### src/rtl/qpsk_ber_receiver.sv
// QPSK hard-decision receiver with BER counting.
// Buffers tx bits, compares decisions, reports errors per frame.
module qpsk_ber_receiver #(
    parameter int BI         = 8,
    parameter int FIFO_DEPTH = 16,
    parameter int FRAME_SYMS = 320000,
    parameter int CNT_W      = 20
) (
    input  logic             clk,
    input  logic             reset,
    input  logic             tx_valid,
    input  logic [1:0]       tx_bits,
    input  logic             rx_valid,
    input  logic [BI-1:0]    rx_real,
    input  logic [BI-1:0]    rx_imag,
    output logic [1:0]       rx_bits,
    output logic             rx_bits_valid,
    output logic [CNT_W-1:0] err_total,
    output logic             frame_done,
    output logic             overflow,
    output logic             underflow,
    output logic             busy
);

    localparam int AW = $clog2(FIFO_DEPTH);
    localparam int SW = $clog2(FRAME_SYMS + 1);

    typedef enum logic [1:0] {
        IDLE,
        RUN,
        REPORT
    } state_t;

    state_t state, state_nxt;

    logic [1:0]  mem [FIFO_DEPTH];
    logic [AW:0] wr_ptr, rd_ptr;
    logic        full, empty;
    logic        push, pop;

    logic [1:0]  ref_bits;
    logic        cmp_valid;

    logic [CNT_W-1:0] err_cnt, err_base, err_nxt;
    logic [CNT_W:0]   err_sum;
    logic [1:0]       err_inc;
    logic [SW-1:0]    sym_cnt, sym_base, sym_nxt;

    assign empty = (wr_ptr == rd_ptr);
    assign full  = (wr_ptr[AW] != rd_ptr[AW]) &&
                   (wr_ptr[AW-1:0] == rd_ptr[AW-1:0]);

    // A pop frees a slot in the same cycle, so a full FIFO still accepts
    assign pop  = rx_valid && !empty;
    assign push = tx_valid && (!full || pop);

    assign busy = (state != IDLE);

    assign err_inc  = {1'b0, rx_bits[1] ^ ref_bits[1]} +
                      {1'b0, rx_bits[0] ^ ref_bits[0]};
    assign err_base = (state == REPORT) ? '0 : err_cnt;
    assign sym_base = (state == REPORT) ? '0 : sym_cnt;
    assign err_sum  = {1'b0, err_base} + (CNT_W+1)'(cmp_valid ? err_inc : 2'd0);
    assign err_nxt  = err_sum[CNT_W] ? '1 : err_sum[CNT_W-1:0];
    assign sym_nxt  = sym_base + SW'(cmp_valid);

    // FIFO storage, written on every accepted push
    always_ff @(posedge clk) begin
        if (push) begin
            mem[wr_ptr[AW-1:0]] <= tx_bits;
        end
    end

    // FIFO pointers and sticky flow-control flags
    always_ff @(posedge clk) begin
        if (reset) begin
            wr_ptr    <= '0;
            rd_ptr    <= '0;
            overflow  <= 1'b0;
            underflow <= 1'b0;
        end else begin
            if (push) wr_ptr <= wr_ptr + 1'b1;
            if (pop)  rd_ptr <= rd_ptr + 1'b1;
            if (tx_valid && !push) overflow  <= 1'b1;
            if (rx_valid && !pop)  underflow <= 1'b1;
        end
    end

    // Decision stage: sign-bit slicing, reference bits held alongside
    always_ff @(posedge clk) begin
        if (reset) begin
            rx_bits       <= 2'b00;
            rx_bits_valid <= 1'b0;
            ref_bits      <= 2'b00;
            cmp_valid     <= 1'b0;
        end else begin
            rx_bits       <= {rx_real[BI-1], rx_imag[BI-1]};
            rx_bits_valid <= rx_valid;
            ref_bits      <= pop ? mem[rd_ptr[AW-1:0]] : 2'b00;
            cmp_valid     <= pop;
        end
    end

    // Error/symbol accumulation and frame report registers
    always_ff @(posedge clk) begin
        if (reset) begin
            err_cnt    <= '0;
            sym_cnt    <= '0;
            err_total  <= '0;
            frame_done <= 1'b0;
        end else begin
            err_cnt    <= err_nxt;
            sym_cnt    <= sym_nxt;
            frame_done <= (state == REPORT);
            if (state == REPORT) begin
                err_total <= err_cnt;
            end
        end
    end

    // FSM state register
    always_ff @(posedge clk) begin
        if (reset) begin
            state <= IDLE;
        end else begin
            state <= state_nxt;
        end
    end

    // FSM next-state: start on first push, report when frame fills
    always_comb begin
        state_nxt = state;
        unique case (state)
            IDLE: begin
                if (push) state_nxt = RUN;
            end
            RUN: begin
                if (cmp_valid && (sym_nxt == SW'(FRAME_SYMS)))
                    state_nxt = REPORT;
            end
            REPORT: begin
                state_nxt = RUN;
            end
            default: state_nxt = IDLE;
        endcase
    end

endmodule
### config.mk
export PLATFORM = sky130hd
export DESIGN_NAME = qpsk_ber_receiver
export DESIGN_NICKNAME = d
export VERILOG_FILES = /design/src/rtl/qpsk_ber_receiver.sv
export SDC_FILE = /design/constraint.sdc
export NUM_CORES = 1
export LEC_CHECK = 0
export ABC_AREA = 1
export CORE_MARGIN = 8
export CORE_UTILIZATION = 55
export CTS_BUF_LIST = sky130_fd_sc_hd__clkbuf_4
export CTS_CLUSTER_SIZE = 14
export DETAILED_ROUTE_END_ITERATION = 6
export HOLD_SLACK_MARGIN = 0.05
export PLACE_DENSITY = 0.78
export SYNTH_ARGS = -nofsm -noshare
export SYNTH_HDL_FRONTEND = slang
export SYNTH_SLANG_ARGS = --single-unit
### constraint.sdc
create_clock -name clk -period 5.8 [get_ports clk]
set_clock_uncertainty 0.2 [all_clocks]
set_input_delay 1.16 -clock clk [delete_from_list [all_inputs] [get_ports clk]]
set_output_delay 1.16 -clock clk [all_outputs]
set_load 0.005 [all_outputs]
==> flow_summary.json <==
{
  "postCtsSetupRepairBufs": 0,
  "reg2reg_depth": 13,
  "finalCoreUtilization": 0.611,
  "rows": 36,
  "via_per_inst": 5.21,
  "track_usage": 0.180,
  "power_density_mw_per_mm2": 229,
  "clock_latency_ns": 0.46,
  "leakagePower_nw": 2.29,
  "status": "finished clean",
  "worst_ep_arrival_time_ns": 3.57,
  "ys_warn_count": 0,
  "synth_edf_count": 32,
  "grt_max_degree": 47,
  "startpoint_type": "register",
  "syn2layout_area_growth_pct": 10.4,
  "cts_tree": "done",
  "clock-root-buffer": "clkbuf_4",
  "gr-total-overflow": 0,
  "numCtsBuffers": 9,
  "antenna_found_initial": 0,
  "initial_core_util": 0.554,
  "pre_cts_ws_ns": 2.45,
  "fin_nets": 733,
  "die_y_um": 114,
  "drive_gt1_frac": 0.0668,
  "portBuffers": 34,
  "wl_per_cell_um": 13.4,
  "path_cells": "inv_2 > nor2_4 > buf_4 > nor2_1 > ha_1 > a21oi_1 > nor3_2 > and2_1 > nand3_1 > o21ai_0 > nand3b_1 > nand2_1 > inv_1",
  "grt_pass1_vias": 4209,
  "cp.depth": 13,
  "fill_cells": 831,
  "fin_crit_sh": 0.586,
  "ir_drop_uv": 99.0,
  "syn_inst": 676,
  "tightest_slew_ns": 0.827,
  "h-tree-depth": 3,
  "gp_congestion": 0.834,
  "rsz0062_at_grt": "false",
  "slowest_stage": "nor2_4",
  "fmax_ghz": 0.294,
  "worstPathMaxFanout": 34,
  "setup.worst_path.end_class": "register",
  "cts.repair.resized": 0,
  "slew_headroom": 0.448,
  "drv_slew": 0,
  "total_power_mw": 1.34,
  "path_clk_slew_ns": 0.17,
  "ys_seq_elements": 112,
  "syn-num-nets": 710,
  "grt_pass1_wl_mm": 19.0,
  "crit_type": "register to register",
  "drt_iter0_drc": 355,
  "r2r_slack_ns": 2.40,
  "tns_ns": 0,
  "synth_async_sr_flop_share": 0,
  "insertedDiodeCount": 0,
  "seq_area_frac_synth": 0.482,
  "antenna_left": 0,
  "vias": 4362,
  "place_hpwl_mm": 8.08,
  "cp.required_ns": 5.98,
  "die_w_um": 114,
  "synth.avg_cell_area_um2": 7.86,
  "synthFlopType": "dfxtp_1",
  "core_mm2": 0.00959,
  "drc": 0,
  "cap_viol_max_count": 0,
  "ys_types": 39,
  "hold_path_class": "register to register",
  "min_delay_path_depth": 2,
  "whs_ns": 0.271,
  "die-area_mm2": 0.0131,
  "slowest_delay_ns": 0.52,
  "cts_sinks": 112,
  "finalWirelength_mm": 11.2,
  "clock_path_buffers": 2,
  "finalSetupViolations": 0,
  "crit_family": "simple AND/OR/NAND/NOR gates",
  "hold_viol": 0,
  "fin_ws_ns": 2.40,
  "ios": 49,
  "hold_buffers": 0,
  "synthesis.area_mm2": 0.00531,
  "drtPass1Iterations": 5,
  "fin_crit_ns": 3.40,
  "path_buf_inv": 3
}
## path summary, 6_finish.rpt
kind	from	endpoint
worst max-delay path	state[1]	err_cnt[19]
worst min-delay path	overflow	overflow
worst max register to register	state[1]	err_cnt[19]
worst min register to register	overflow	overflow
## logic make-up after synthesis
| family | synth area share |
|---|---|
| compound gates | 0.109 |
| xor+xnor | 0.0297 |
| fa+ha+maj | 0.0297 |
| buf+inv | 0.0810 |
| flops | 0.482 |
| simple gates | 0.268 |
## synthesized netlist by cell type, drive strengths merged, types with 2 or more instances
cell type | count | share of area
nand3 | 37 | 0.038
nand4 | 14 | 0.016
ha | 11 | 0.026
o221ai | 3 | 0.0049
a21oi | 45 | 0.042
nor3 | 8 | 0.013
xor2 | 12 | 0.020
edfxtp | 32 | 0.18
a31oi | 3 | 0.0035
inv | 82 | 0.058
nand2 | 109 | 0.080
nor2 | 143 | 0.11
clkbuf | 15 | 0.011
xnor2 | 6 | 0.0099
o21bai | 2 | 0.0028
nand3b | 3 | 0.0042
buf | 9 | 0.012
o22ai | 5 | 0.0059
dfxtp | 80 | 0.30
nor3b | 2 | 0.0038
o21ai | 49 | 0.046
## routing by layer
layer / wire length [um] / track usage / vias to the layer above
met4: 184 / 0.0736 / 0
met1: 4950 / 0.211 / 2015
met2: 5550 / 0.315 / 92
met5: 0 / 0 / -
met3: 528 / 0.0322 / 14
li1: - / - / 2241
## flip-flops by register name (all words and copies together) (netlist names)
| register | count |
|---|---|
| mem | 32 |
| err_cnt | 20 |
| err_total | 20 |
| sym_cnt | 19 |
| rd_ptr | 5 |
| wr_ptr | 5 |
| ref_bits | 2 |
| rx_bits | 2 |
| state | 2 |
| cmp_valid | 1 |
| frame_done | 1 |
| overflow | 1 |
| rx_bits_valid | 1 |
| underflow | 1 |
## cell usage in the layout, fill, tap and decap left out, types with 6 or more instances in the layout
| master | instances |
|---|---|
| a21oi_1 | 45 |
| clkbuf_4 | 9 |
| clkdlybuf4s50_1 | 34 |
| dfxtp_1 | 80 |
| edfxtp_1 | 32 |
| ha_1 | 11 |
| inv_1 | 78 |
| nand2_1 | 105 |
| nand3_1 | 34 |
| nand4_1 | 14 |
| nor2_1 | 129 |
| nor2_2 | 10 |
| o21ai_0 | 48 |
| xnor2_1 | 6 |
| xor2_1 | 12 |
## worst min-delay path: cells and delay by family, from the launching register on
kind | cells | cell delay [ns]
flops | 1 | 0.35
compound gates | 1 | 0.05
buf+inv | 1 | 0.05
## cell type report
type | instances | area [um^2] | share of cell area
Inverter | 83 | 312 | 0.0531
Clock inverter | 7 | 80.1 | 0.0137
Timing Repair Buffer | 36 | 355 | 0.0606
Clock buffer | 9 | 67.6 | 0.0115
Tap cell | 133 | 166 | 0.0284
Sequential cell | 112 | 2560 | 0.437
Multi-Input combinational cell | 457 | 2320 | 0.396
## stage by stage
step           instances  instance area, um^2
2_1_floorplan        676                 5310
3_3_place_gp         821                 5720
3_5_place_dp         821                 5720
4_1_cts              837                 5860
5_1_grt              837                 5860
6_report             837                 5860
## report_power, final
group	internal (mW)	switching (mW)	leakage [nW]
logic	0.0386	0.0679	1.27
registers	0.818	0.0188	0.936
clock network	0.137	0.264	0.0796
total	0.994	0.351	2.29
Note: power is estimated with default switching activity, not from simulation.
